--- src/rtl/freq_pkg.sv ---
// Shared types and defaults for the gated frequency meter.
package freq_pkg;

    typedef enum logic [1:0] {
        IDLE = 2'd0,
        ARM  = 2'd1,
        GATE = 2'd2
    } state_t;

    localparam int DEF_GATE_CYCLES = 1000;
    localparam int DEF_CNT_W       = 16;
    localparam int DEF_SYNC_STAGES = 2;
    localparam int DEF_FILT_LEN    = 3;

    // Timer only has to reach GATE_CYCLES-1.
    function automatic int timer_w(input int cycles);
        return (cycles < 2) ? 1 : $clog2(cycles);
    endfunction

endpackage

--- src/rtl/freq_edge_sync.sv ---
// Synchroniser, optional agreement filter (FREQ_GLITCH_FILTER_EN) and registered rising-edge pulse.
module freq_edge_sync #(
    parameter int SYNC_STAGES = 2
`ifdef FREQ_GLITCH_FILTER_EN
    , parameter int FILT_LEN  = 3
`endif
) (
    input  logic i_clk,
    input  logic i_reset,
    input  logic i_sig,
    output logic o_pulse
);

    logic [SYNC_STAGES-1:0] r_sync;
    logic                   w_lvl;
    logic                   r_lvl_d;
    logic                   r_pulse;

    always_ff @(posedge i_clk or posedge i_reset) begin
        if (i_reset) r_sync <= '0;
        else         r_sync <= {r_sync[SYNC_STAGES-2:0], i_sig};
    end

`ifdef FREQ_GLITCH_FILTER_EN
    // Level only moves once FILT_LEN consecutive samples agree.
    logic [FILT_LEN-2:0] r_hist;
    logic [FILT_LEN-1:0] w_win;
    logic                r_filt;

    assign w_win = {r_hist, r_sync[SYNC_STAGES-1]};

    always_ff @(posedge i_clk or posedge i_reset) begin
        if (i_reset) begin
            r_hist <= '0;
            r_filt <= 1'b0;
        end else begin
            r_hist <= w_win[FILT_LEN-2:0];
            if (&w_win)       r_filt <= 1'b1;
            else if (~|w_win) r_filt <= 1'b0;
        end
    end

    assign w_lvl = r_filt;
`else
    assign w_lvl = r_sync[SYNC_STAGES-1];
`endif

    always_ff @(posedge i_clk or posedge i_reset) begin
        if (i_reset) begin
            r_lvl_d <= 1'b0;
            r_pulse <= 1'b0;
        end else begin
            r_lvl_d <= w_lvl;
            r_pulse <= w_lvl & ~r_lvl_d;
        end
    end

    assign o_pulse = r_pulse;

endmodule

--- src/rtl/freq_gate_meter.sv ---
// Gated edge counter: IDLE/ARM/GATE FSM, saturating count, valid/ready result with sticky overrun.
// Build option: FREQ_GLITCH_FILTER_EN enables the input agreement filter.
module freq_gate_meter
    import freq_pkg::*;
#(
    parameter int GATE_CYCLES = DEF_GATE_CYCLES,
    parameter int CNT_W       = DEF_CNT_W,
    parameter int SYNC_STAGES = DEF_SYNC_STAGES,
    parameter int FILT_LEN    = DEF_FILT_LEN
) (
    input  logic             i_clk,
    input  logic             i_reset,
    input  logic             i_en,
    input  logic             i_sig_in,
    output logic [CNT_W-1:0] o_result,
    output logic             o_result_sat,
    output logic             o_result_valid,
    input  logic             i_result_ready,
    output logic             o_overrun,
    output logic             o_gate_active
);

`ifdef FREQ_GLITCH_FILTER_EN
    localparam bit FILT_EN = 1'b1;
`else
    localparam bit FILT_EN = 1'b0;
`endif

    // ARM lasts as long as the pulse path latency so stale samples never reach the counter.
    localparam int ARM_CYCLES = SYNC_STAGES + 1 + (FILT_EN ? FILT_LEN : 0);
    localparam int TW         = timer_w(GATE_CYCLES);
    localparam int AW         = $clog2(ARM_CYCLES + 1);

    localparam logic [TW-1:0]    TIMER_LAST = TW'(GATE_CYCLES - 1);
    localparam logic [AW-1:0]    ARM_LAST   = AW'(ARM_CYCLES - 1);
    localparam logic [CNT_W-1:0] CNT_MAX    = '1;

    state_t           r_state, w_state_nxt;
    logic [AW-1:0]    r_arm_cnt;
    logic [TW-1:0]    r_timer;
    logic [CNT_W-1:0] r_cnt, w_cnt_inc;
    logic [CNT_W-1:0] r_result;
    logic             r_sat, r_valid, r_overrun;
    logic             w_pulse, w_close;

    freq_edge_sync #(
        .SYNC_STAGES(SYNC_STAGES)
`ifdef FREQ_GLITCH_FILTER_EN
        , .FILT_LEN (FILT_LEN)
`endif
    ) u_edge (
        .i_clk  (i_clk),
        .i_reset(i_reset),
        .i_sig  (i_sig_in),
        .o_pulse(w_pulse)
    );

    always_comb begin
        w_state_nxt = r_state;
        case (r_state)
            IDLE:    if (i_en) w_state_nxt = ARM;
            ARM:     if (!i_en) w_state_nxt = IDLE;
                     else if (r_arm_cnt == ARM_LAST) w_state_nxt = GATE;
            GATE:    if (!i_en) w_state_nxt = IDLE;
            default: w_state_nxt = IDLE;
        endcase
    end

    assign w_close   = (r_state == GATE) && i_en && (r_timer == TIMER_LAST);
    assign w_cnt_inc = (w_pulse && (r_cnt != CNT_MAX)) ? r_cnt + 1'b1 : r_cnt;

    always_ff @(posedge i_clk or posedge i_reset) begin
        if (i_reset) r_state <= IDLE;
        else         r_state <= w_state_nxt;
    end

    always_ff @(posedge i_clk or posedge i_reset) begin
        if (i_reset) begin
            r_arm_cnt <= '0;
            r_timer   <= '0;
            r_cnt     <= '0;
        end else begin
            r_arm_cnt <= (r_state == ARM && w_state_nxt == ARM) ? r_arm_cnt + 1'b1 : '0;
            if (r_state == GATE && i_en) begin
                r_timer <= w_close ? '0 : r_timer + 1'b1;
                r_cnt   <= w_close ? '0 : w_cnt_inc;
            end else begin
                r_timer <= '0;
                r_cnt   <= '0;
            end
        end
    end

    // A close in the same cycle as a consume keeps valid high with fresh data.
    always_ff @(posedge i_clk or posedge i_reset) begin
        if (i_reset) begin
            r_result  <= '0;
            r_sat     <= 1'b0;
            r_valid   <= 1'b0;
            r_overrun <= 1'b0;
        end else begin
            if (w_close) begin
                r_result <= w_cnt_inc;
                r_sat    <= (w_cnt_inc == CNT_MAX);
            end
            if (w_close)             r_valid <= 1'b1;
            else if (i_result_ready) r_valid <= 1'b0;
            if (r_state == IDLE)                            r_overrun <= 1'b0;
            else if (w_close && r_valid && !i_result_ready) r_overrun <= 1'b1;
        end
    end

    assign o_result       = r_result;
    assign o_result_sat   = r_sat;
    assign o_result_valid = r_valid;
    assign o_overrun      = r_overrun;
    assign o_gate_active  = (r_state == GATE);

endmodule
--- config.mk ---
export PLATFORM = sky130hd
export DESIGN_NAME = freq_gate_meter
export DESIGN_NICKNAME = d
export VERILOG_FILES = /design/src/rtl/freq_pkg.sv /design/src/rtl/freq_edge_sync.sv /design/src/rtl/freq_gate_meter.sv
export SDC_FILE = /design/constraint.sdc
export NUM_CORES = 1
export LEC_CHECK = 0
export ABC_AREA = 1
export CAP_MARGIN = 10
export CORE_ASPECT_RATIO = 1.2
export CORE_MARGIN = 4
export CORE_UTILIZATION = 35
export CTS_BUF_LIST = sky130_fd_sc_hd__clkbuf_4 sky130_fd_sc_hd__clkbuf_8 sky130_fd_sc_hd__clkbuf_16
export DETAILED_ROUTE_END_ITERATION = 12
export PLACE_DENSITY = 0.59
export SYNTH_ARGS = -nofsm -noshare
export SYNTH_HDL_FRONTEND = slang
export SYNTH_SLANG_ARGS = --single-unit
--- constraint.sdc ---
create_clock -name i_clk -period 1.67 [get_ports i_clk]
set_input_delay 0.334 -clock i_clk [delete_from_list [all_inputs] [get_ports i_clk]]
set_output_delay 0.334 -clock i_clk [all_outputs]
set_load 0.01 [all_outputs]
Word-level counts from Yosys, hierarchy flattened
Index checks and enable logic that the tools add are counted.

Flip-flop bits (word level): 53. Bits of input ports: 5. Output and inout port bits: 20. Word-level logic and storage cells: 48.

Add/sub/neg operators: 3. Eq/ne operators: 7. Muxes and demuxes: 15. Bitwise operators: 2. Reductions and logical operators: 10.

Operator list (count): $mux W16 (3); $mux W10 (2); $add A16 B1 Y16 const B (1); $eq A16 B16 Y1 const B (1); $ne A16 B16 Y1 const B (1); $add A10 B1 Y10 const B (1); $eq A10 B10 Y1 const B (1); $mux W2 (5); $logic_and A1 B1 Y1 (6); $pmux W2 S3 (1); $eq A2 B1 Y1 const B (2); $eq A2 B2 Y1 const B (2); $mux W1 (4); $reduce_bool A2 Y1 (2); $add A2 B1 Y2 const B (1); $logic_not A2 Y1 (1); $and A1 B1 Y1 (1); $logic_not A1 Y1 (1); $not A1 Y1 (1).

Logic depth before layout (Yosys ltp)
Gate-level depths: netlist (run 1).

Word-level depth: 7. Depth in mapped cells: 14.

Cells and area by module
From an unflattened synthesis (run 1), not the netlist that was laid out.

Cells, all modules: 327. Area, all modules: 2626.3 um^2.

Modules (own cells, without submodules): freq_gate_meter (times used 1, cells each 320, area an instance 2512.4 um^2, seq. area each 1226.2 um^2); freq_edge_sync (times used 1, cells each 7, area an instance 113.9 um^2, seq. area each 100.1 um^2).

Worst setup path after synthesis (run 1)
No wires, ideal clock.

Path type: reg2reg. Start point: reg r_cnt[0]. End point: reg r_sat, in the netlist o_result_sat. Data arrival time: 1621 ps. Required time: 1553 ps. Slack: -69 ps. Cell stages (with the launch flop): 12. Buffers on the path: 1. Period minus slack after synthesis: 1739 ps. Cell sequence: dfrtp_1 > ha_1 > inv_1 > nor2_4 > nand2_2 > nor2_2 > nor2_1 > buf_6 > o21ai_0 > nor2_1 > nand3_1 > nand2_1.

Word-level cells in the longest chain between the ends: 4. Elaborated cells between the ends (all ways): 5.

Ends and longest elaborated chain: start: declaration (RTL line freq_gate_meter.sv:41) `logic [CNT_W-1:0] r_cnt, w_cnt_inc;`; start signal: assignment (RTL line freq_gate_meter.sv:86) `r_cnt <= w_close ? '0 : w_cnt_inc;`; branches (longest 2 deep; another with $add A16 B1 Y16); $mux W16 * (RTL line freq_gate_meter.sv:70) `assign w_cnt_inc = (w_pulse && (r_cnt != CNT_MAX)) ? r_cnt + 1'b1 : r_cnt;`; $eq A16 B16 Y1 * (RTL line freq_gate_meter.sv:104) `r_sat <= (w_cnt_inc == CNT_MAX);`; end signal: assignment (RTL line freq_gate_meter.sv:104); end: declaration (RTL line freq_gate_meter.sv:43) `logic r_sat, r_valid, r_overrun;`.

Every way passes the cells marked *. A chain may end at the register's enable or synchronous reset.

Worst setup path in the final report (run 1)
Start point: reg r_cnt[3]. End point: reg r_sat, in the netlist o_result_sat.

The elaborated chain is that of the path after synthesis.

==> results of run 1 <==
[power groups by stage]
stage	Combinational, mW	Clock (mW)	Sequential, mW
after floorplan	0.0674	0	1.32
after global placement	0.136	0	1.32
after detailed placement	0.138	0	1.32
after CTS	0.141	0.935	1.30
after global routing	0.164	0.983	1.30
final	0.146	0.902	1.30
[cell families after synthesis]
kind of cell,share of synthesized area
AO/OA/AOI/OAI,0.0509
AND/OR/NAND/NOR,0.360
buffers and inverters,0.0734
adder cells (fa/ha/maj),0.0140
XOR/XNOR,0.00654
flip-flops,0.495
[state kept, by name, indices dropped and copies added (netlist names)]
name,cells
u_edge.r_sync,2
o_overrun,1
r_state,2
o_result_valid,1
r_arm_cnt,2
o_result,16
u_edge.o_pulse,1
r_cnt,16
r_timer,10
u_edge.r_lvl_d,1
o_result_sat,1
[synthesized netlist by cell type, types with 2 or more instances]
master / count
a21oi_1: 3
clkbuf_1: 3
dfrtp_1: 53
ha_1: 3
inv_1: 43
inv_2: 2
nand2_1: 101
nand2_2: 16
nand3_1: 20
nand3b_1: 3
nand4_1: 8
nor2_1: 52
nor2_2: 3
nor2_4: 3
nor3_1: 5
o21ai_0: 21
or2_2: 2
xor2_1: 2
[layout make-up]
type | count | area (sq um) | share of cell area
Multi-Input combinational cell | 249 | 1320 | 0.353
Clock inverter | 1 | 30.0 | 0.00802
Inverter | 45 | 171 | 0.0458
Timing Repair Buffer | 77 | 691 | 0.184
Clock buffer | 7 | 90.1 | 0.0241
Sequential cell | 53 | 1330 | 0.354
Tap cell | 90 | 113 | 0.0301
[critical path: cells and delay by family (launching register included)]
kind / cells / cell delay [ps]
AND/OR/NAND/NOR: 12 / 1080
flip-flops: 1 / 450
buffers and inverters: 1 / 160
[layer usage]
layer,global-route usage,wire (microns)
met3,0.0175,145
met4,0.0526,108
met2,0.251,3270
met1,0.193,2840
met5,0,0
[stage by stage]
stage                     instances  area (sq um)
after global placement          509          3440
final                           522          3740
after detailed placement        509          3440
after global routing            522          3740
after floorplan                 350          2690
after CTS                       518          3590
[worst max-delay path by stage]
stage | startpoint | endpoint | slack [ps] | cells past startpoint
detailed placement | r_cnt[1]$_DFF_PP0_ | o_result_sat$_DFFE_PP0P_ | -180 | 14
global route | r_cnt[3]$_DFF_PP0_ | o_result_sat$_DFFE_PP0P_ | -190 | 13
global placement | r_cnt[1]$_DFF_PP0_ | o_result_sat$_DFFE_PP0P_ | -130 | 14
finish | r_cnt[3]$_DFF_PP0_ | o_result_sat$_DFFE_PP0P_ | -90 | 13
CTS | r_cnt[0]$_DFF_PP0_ | o_result_sat$_DFFE_PP0P_ | -80 | 14
floorplan | r_cnt[0]$_DFF_PP0_ | o_result_sat$_DFFE_PP0P_ | 9 | 14
[repair_timing]
| action | 4_1_cts | 5_1_grt |
|---|---|---|
| buffers inserted | 1 | 2 |
| resized for setup | 8 | 46 |
| gates cloned | 0 | 2 |
| setup endpoints to repair | 23 | 37 |
| pin swaps | 6 | 14 |
| hold buffers | 0 | 0 |
==> impl_metrics.ini, run 1 <==
[worst_setup_path]
critical_path_arrival_ps = 2000
r2r_start = r_cnt[3]$_DFF_PP0_
reg2reg_slack_ps = -90
r2r_cells = 13
path_max_fanout = 11
cp_slowest_cell = dfrtp_1
end_kind = register
path_cells = nand2_2 -> nor2_4 -> nand2_4 -> nor2_2 -> nor2_2 -> buf_12 -> nand2_2 -> nand2_2 -> nor2_2 -> nand2_1 -> nor2_1 -> nand3_1 -> nand2_1
slowest_delay_ps = 450
crit_type = reg2reg
r2r_end = o_result_sat$_DFFE_PP0P_
startpoint_type = register
required_ps = 1910

[clock_tree]
numCtsBuffers = 5
cts_num_sinks = 53
tritoncts = done
root_buffer = clkbuf_8
worstSkewPairLatency_ps = 300
cts.clk_slew.worst_paths_ps = 90
clockBufferDepth = 2
htreeDepth = 2

[yosys]
syn_area_sq_um = 2680
yosys.area.top_type = dfrtp_1
synth_area_per_cell_sq_um = 7.65
ys_ff_latch = 53
async_flop_share = 1.00
ys_types = 25
ys_seq_area_frac = 0.495
dominantRegCellSynth = dfrtp_1
synth_edf_count = 0
synth_top_area_frac = 0.495
synthesis.nets = 358
ys_top_cells_by_area = dfrtp_1 (50%), nand2_1 (14%), nor2_1 (7.3%)
synthCells = 350
ys_warn_count = 0

[global_route]
grt_pass1_vias = 2500
grt-ovfl-total = 0
antenna_found_initial = 0
grt_max_degree = 44
grt_usage = 0.148
grt_pass1_wl_mm = 11.0

[status]
violations = negative setup slack
outcome = complete, but fails checks

[floorplan]
die_area_sq_um = 9120
start_util = 0.364
fp.dieH_microns = 104
ios = 25
rows = 34
die_x_microns = 87.8
core-area_sq_um = 7360

[timing]
relSlewSlack = 0.758
maxSlewViolCount = 0
fin_crit_sh = 1.05
period_minus_slack_ps = 1760
clock_skew_ps = 10.7
finalSetupViolations = 3
tightest_slew_ps = 360
rsz0062_at_grt = true
fin_ws_ps = -90.0
fin_tns_setup_ps = -137
holdWs_ps = 270
hold_viol = 0
fmax_ghz = 0.568

[cells_and_area]
final_core_util = 0.509
layout.nets = 439
drive_above_1_share = 0.294
area_growth_syn_to_layout_pct = 39.9
fillCellCount = 706
diodes = 0
final_cell_mix = nand2_1 (93), dfrtp_1 (53), buf_4 (48)
layout_commonest_cell = nand2_1

[drt]
drt_iter0_drc = 99
ant_nets = 0
avgViaCountPerCell = 4.69
first_pass_iters = 4
wl_per_cell_microns = 12.2
vias = 2448
wl_mm = 6.36
drcViolationCount = 0

[placement]
port_buffers = 24
gp_congestion = 0.891
dp_hpwl_mm = 4.82
preCtsSetupSlack_ps = -177

[pwr]
total_power_mw = 2.35
p_sw_uw = 487
swShare = 0.208
power.leakage_nw = 1.78
powerDensity_nw_per_um2 = 626
pwr-share-comb = 0.062
ir_drop_uv = 530
p_int_mw = 1.86
clock_power_share = 0.385
power_frac_seq = 0.553

[run]
max-cap-violations = 0

[min_path]
hp-class = in2async
Power figures use the tool's default switching activity.
==> run 2, diff against run 1 <==
--- a/config.mk
+++ b/config.mk
@@ -5,14 +5,14 @@
 export SDC_FILE = /design/constraint.sdc
 export NUM_CORES = 1
 export LEC_CHECK = 0
-export ABC_AREA = 1
+export ABC_AREA = 0
 export CAP_MARGIN = 10
 export CORE_ASPECT_RATIO = 1.2
 export CORE_MARGIN = 4
 export CORE_UTILIZATION = 35
 export CTS_BUF_LIST = sky130_fd_sc_hd__clkbuf_4 sky130_fd_sc_hd__clkbuf_8 sky130_fd_sc_hd__clkbuf_16
 export DETAILED_ROUTE_END_ITERATION = 12
-export PLACE_DENSITY = 0.59
+export PLACE_DENSITY = 0.6
 export SYNTH_ARGS = -nofsm -noshare
 export SYNTH_HDL_FRONTEND = slang
 export SYNTH_SLANG_ARGS = --single-unit
==> impl_metrics.ini, run 2 <==
[yosys]
dominantRegCellSynth = dfrtp_1
ys_seq_area_frac = 0.560
async_flop_share = 1.00
ys_types = 40
syn_area_sq_um = 2370
synthTopCellsByCount = dfrtp_1 (53), nor2_1 (39), nand2_1 (31)
synth_most_common_cell = dfrtp_1
synth_top_area_frac = 0.560
synth-simple-area-share = 0.257
synth_xor_area_frac = 0.0660
ys_ff_latch = 53
synthAdderAreaFrac = 0.0158
yosys.area.top_type = dfrtp_1
synth_compound_area_frac = 0.0724
synthesis.nets = 245
synth_area_per_cell_sq_um = 9.99
synth_top_family_by_area = simple AND/OR/NAND/NOR gates
ys_top_cells_by_area = dfrtp_1 (56%), nor2_1 (6.2%), nand2_1 (4.9%)
synthCells = 237
synth_edf_count = 0
ys_warn_count = 0
synth_mux_area_frac = 0.00845

[status]
outcome = complete, but fails checks
violations = negative setup slack

[pwr]
ir_drop_uv = 444
powerDensity_nw_per_um2 = 608
total_power_mw = 2.30
power.leakage_nw = 1.60

[clock_tree]
cts_num_sinks = 53
htreeDepth = 2
numCtsBuffers = 5
tritoncts = done
root_buffer = clkbuf_8
hold_buffers = 0
clockBufferDepth = 2
worstSkewPairLatency_ps = 310
cts.clk_slew.worst_paths_ps = 100

[worst_setup_path]
cp_top_family = simple AND/OR/NAND/NOR gates
cp_slowest_cell = or4_4
critical_path_arrival_ps = 2120
worst-path-buf-inv = 2
startpoint_type = register
path_max_fanout = 3
end_kind = register
crit_top_cell = buf_6
crit_type = reg2reg
required_ps = 1870
slowest_delay_ps = 600
path_cells = nand4_1 -> or4_4 -> buf_6 -> buf_6 -> nand2_8 -> mux2i_2 -> nor2_1

[global_route]
grt_usage = 0.149
grt_pass1_wl_mm = 9.79
grt_pass1_vias = 2098
antenna_found_initial = 0
grt_max_degree = 54
grt-ovfl-total = 0

[timing]
holdWs_ps = 358
maxSlewViolCount = 0
fin_crit_sh = 1.15
fin_ws_ps = -256
tightest_slew_ps = 366
relSlewSlack = 0.753
finalSetupViolations = 29
period_minus_slack_ps = 1930
hold_viol = 0
clock_skew_ps = 10.4
rsz0062_at_grt = true
fmax_ghz = 0.519

[cells_and_area]
fillCellCount = 559
layout.nets = 338
area_growth_syn_to_layout_pct = 59.9
drive_above_1_share = 0.432
diodes = 0
fin_area_sq_um = 3790
final_cell_mix = dfrtp_1 (52), buf_4 (52), nor2_1 (25)

[drt]
ant_nets = 0
drt_iter0_drc = 97
wl_mm = 5.83
avgViaCountPerCell = 4.90
wl_per_cell_microns = 14.0
vias = 2039
first_pass_iters = 4
drcViolationCount = 0

[floorplan]
start_util = 0.365
fp.dieH_microns = 98.1
ios = 25
die_x_microns = 83.1
die_area_sq_um = 8150
core-area_sq_um = 6490
rows = 32

[placement]
gp_congestion = 0.834
dp_hpwl_mm = 3.69
dpl-instance-area_sq_um = 3170
port_buffers = 24

[min_path]
hp-class = reg2reg

[run]
max-cap-violations = 0
## run 2: cells by family (layout without fill, tap and decap cells)
group	Yosys count	count (layout)
adders and majority gates	3	3
DFF	53	53
xor gates and xnor gates	17	17
buffers and inverters	11	102
AOI/OAI and AO/OA	30	30
muxes	2	2
and+or+nand+nor	121	124
## run 2: path summary, 6_finish.rpt
kind | depth (start not counted) | to | start | slack [ps]
setup / recovery | 7 | r_cnt[1]$_DFF_PP0_ | r_cnt[5]$_DFF_PP0_ | -260
hold / removal | 0 | u_edge.r_sync[1]$_DFF_PP0_ | u_edge.r_sync[0]$_DFF_PP0_ | 360
setup reg to reg | 7 | r_cnt[1]$_DFF_PP0_ | r_cnt[5]$_DFF_PP0_ | -260
hold reg to reg | 0 | u_edge.r_sync[1]$_DFF_PP0_ | u_edge.r_sync[0]$_DFF_PP0_ | 360
max in group asynchronous | 3 | r_cnt[0]$_DFF_PP0_ | i_reset | 1030
min in group asynchronous | 3 | o_result_sat$_DFFE_PP0P_ | i_reset | 390
## run 2: layer usage
| layer | vias to the layer above | GRT usage | part of all wire |
|---|---|---|---|
| met5 | - | 0 | 0 |
| li1 | 1005 | - | - |
| met4 | 0 | 0.0491 | 0.015 |
| met1 | 1001 | 0.179 | 0.43 |
| met3 | 7 | 0.0312 | 0.026 |
| met2 | 26 | 0.266 | 0.53 |
## run 2: power breakdown
group	leakage [nW]	switching [mW]	internal, mW	total [mW]
combinational	0.813	0.0483	0.0309	0.0793
clock	0.0619	0.422	0.506	0.927
sequential	0.728	0.00470	1.29	1.30
## run 2: per-stage QoR
step	util	TNS (ps)	instances	worst slack [ps]
finish	0.584	-2370	416	-256
global route	0.584	-4930	416	-331
CTS	0.529	-2040	408	-213
detailed placement	0.488	-12070	394	-333
global placement	0.488	-10890	394	-299
floorplan	-	-682	237	-168
## run 2: area by class of cell
cell class	count	area [sq um]	share of cell area
inverters	4	15.0	0.00397
clock inverters	1	30.0	0.00793
well taps	85	106	0.0281
multi-input cells	176	1350	0.358
flip-flops and latches	53	1330	0.351
repair buffers	90	863	0.228
clock buffers	7	90.1	0.0238
## run 2: what timing repair did
item | CTS | global route
cloned | 3 | 2
setup endpoints to repair | 44 | 45
gates resized for setup | 20 | 71
buffers inserted | 3 | 7
pin swaps | 10 | 22
==> run 3, diff against run 2 <==
--- a/config.mk
+++ b/config.mk
@@ -12,7 +12,8 @@
 export CORE_UTILIZATION = 35
 export CTS_BUF_LIST = sky130_fd_sc_hd__clkbuf_4 sky130_fd_sc_hd__clkbuf_8 sky130_fd_sc_hd__clkbuf_16
 export DETAILED_ROUTE_END_ITERATION = 12
-export PLACE_DENSITY = 0.6
+export PLACE_DENSITY_LB_ADDON = 0.1
+export RECOVER_POWER = 100
 export SYNTH_ARGS = -nofsm -noshare
 export SYNTH_HDL_FRONTEND = slang
 export SYNTH_SLANG_ARGS = --single-unit
==> impl_metrics.ini, run 3 (synthesized netlist as in run 2, its figures left out) <==
[status]
outcome = complete, but fails checks
violations = negative setup slack

[pwr]
total_power_mw = 2.29
power.leakage_nw = 1.64
powerDensity_nw_per_um2 = 588
ir_drop_uv = 320

[cells_and_area]
layout.nets = 343
diodes = 0
fin_cells = 421
final_core_util = 0.600
layout_commonest_cell = buf_4
fillCellCount = 592
drive_above_1_share = 0.461
area_growth_syn_to_layout_pct = 64.2
final_cell_mix = buf_4 (52), dfrtp_1 (51), nand2_1 (20)

[worst_setup_path]
r2r_start = r_cnt[1]$_DFF_PP0_
startpoint_type = register
crit_type = reg2reg
required_ps = 1860
crit_path_start = r_cnt[1]$_DFF_PP0_
r2r_cells = 8
critical_path_arrival_ps = 2060
end_kind = register
path_max_fanout = 5

[global_route]
antenna_found_initial = 0
grt_max_degree = 54
grt-ovfl-total = 0
grt_pass1_vias = 2217
grt_pass1_wl_mm = 10.3
grt_usage = 0.154

[placement]
dpl.cell_count = 397
port_buffers = 24
dp_hpwl_mm = 3.92
gp_congestion = 0.828

[timing]
finalSetupViolations = 36
rsz0062_at_grt = true
clock_skew_ps = 8.29
maxSlewViolCount = 0
fin_crit_sh = 1.12
tightest_slew_ps = 719
relSlewSlack = 0.520
period_minus_slack_ps = 1870
fin_ws_ps = -200
hold_viol = 0
fin_tns_setup_ps = -3990
holdWs_ps = 365
fmax_ghz = 0.535

[min_path]
hp-start = u_edge.r_sync[0]$_DFF_PP0_
hp-class = reg2reg
min_path_cells = 0

[run]
max-cap-violations = 0

[clock_tree]
numCtsBuffers = 5
htreeDepth = 2
tritoncts = done
cts.clk_slew.worst_paths_ps = 100
worstSkewPairLatency_ps = 300
clockBufferDepth = 2
cts_num_sinks = 53
root_buffer = clkbuf_8

[drt]
wl_mm = 5.88
avgViaCountPerCell = 4.84
vias = 2038
wl_per_cell_microns = 14.0
ant_nets = 0
first_pass_iters = 4
drt_iter0_drc = 75
drcViolationCount = 0

[floorplan]
die_area_sq_um = 8150
ios = 25
fp.dieH_microns = 98.1
start_util = 0.365
die_x_microns = 83.1
rows = 32
core-area_sq_um = 6490
-- run 3: cell count changes in the layout (fill, tap and decap cells not counted), moves of 3 or more --
cell | before | now
nand2_2 | 7 | 4
buf_6 | 5 | 9
nor2_4 | 2 | 15
dlygate4sd3_1 | 0 | 8
clkdlybuf4s50_1 | 23 | 15
xor2_2 | 1 | 5
nor2_1 | 25 | 12
nand2_1 | 17 | 20
-- run 3: area by class of cell --
type,count,area (sq um),area share
repair buffers,98,937,0.241
multi-input cells,173,1380,0.355
clock inverters,1,30.0,0.00772
clock buffers,7,90.1,0.0232
inverters,4,15.0,0.00386
flip-flops and latches,53,1330,0.342
well taps,85,106,0.0273
-- run 3: worst paths after layout --
path	to	slack [ps]
setup / recovery	o_result[9]$_DFFE_PP0P_	-200
hold / removal	u_edge.r_sync[1]$_DFF_PP0_	360
setup reg to reg	o_result[9]$_DFFE_PP0P_	-200
hold reg to reg	u_edge.r_sync[1]$_DFF_PP0_	360
max in group asynchronous	r_cnt[0]$_DFF_PP0_	470
min in group asynchronous	r_arm_cnt[0]$_DFF_PP0_	690
-- run 3: repair_timing --
item / in CTS / in global routing
gates cloned: 4 / 0
setup buffers: 14 / 5
hold buffers: 0 / 0
pin swaps: 30 / 16
resized for setup: 66 / 55
setup endpoints to repair: 45 / 46
-- run 3: where the power goes --
part | internal (mW) | switching (mW)
Combinational | 0.0265 | 0.0446
Sequential | 1.29 | 0.00507
Clock | 0.506 | 0.415
Total | 1.82 | 0.465
-- run 3: routing by layer --
layer | share of wire | global-route usage | vias up
met5 | 0 | 0 | -
met4 | 0.016 | 0.0566 | 0
met3 | 0.030 | 0.0270 | 8
met2 | 0.56 | 0.282 | 28
met1 | 0.39 | 0.180 | 1002
li1 | - | - | 1000
-- run 3: metrics by stage --
| step | cell area, sq um | setup WS [ps] |
|---|---|---|
| after floorplan | 2440 | -168 |
| after global placement | 3230 | -267 |
| after global routing | 3890 | -279 |
| final | 3890 | -200 |
| after CTS | 3760 | -223 |
| after detailed placement | 3230 | -272 |
-- run 3: worst max-delay path: stages, from the launching register on --
cell     delay, ps
dfrtp_1        400
ha_4           170
nand3_2         80
or4_4          460
nor3b_4        190
buf_6          120
nand4_1         70
xor2_1         200
o21ai_1         70
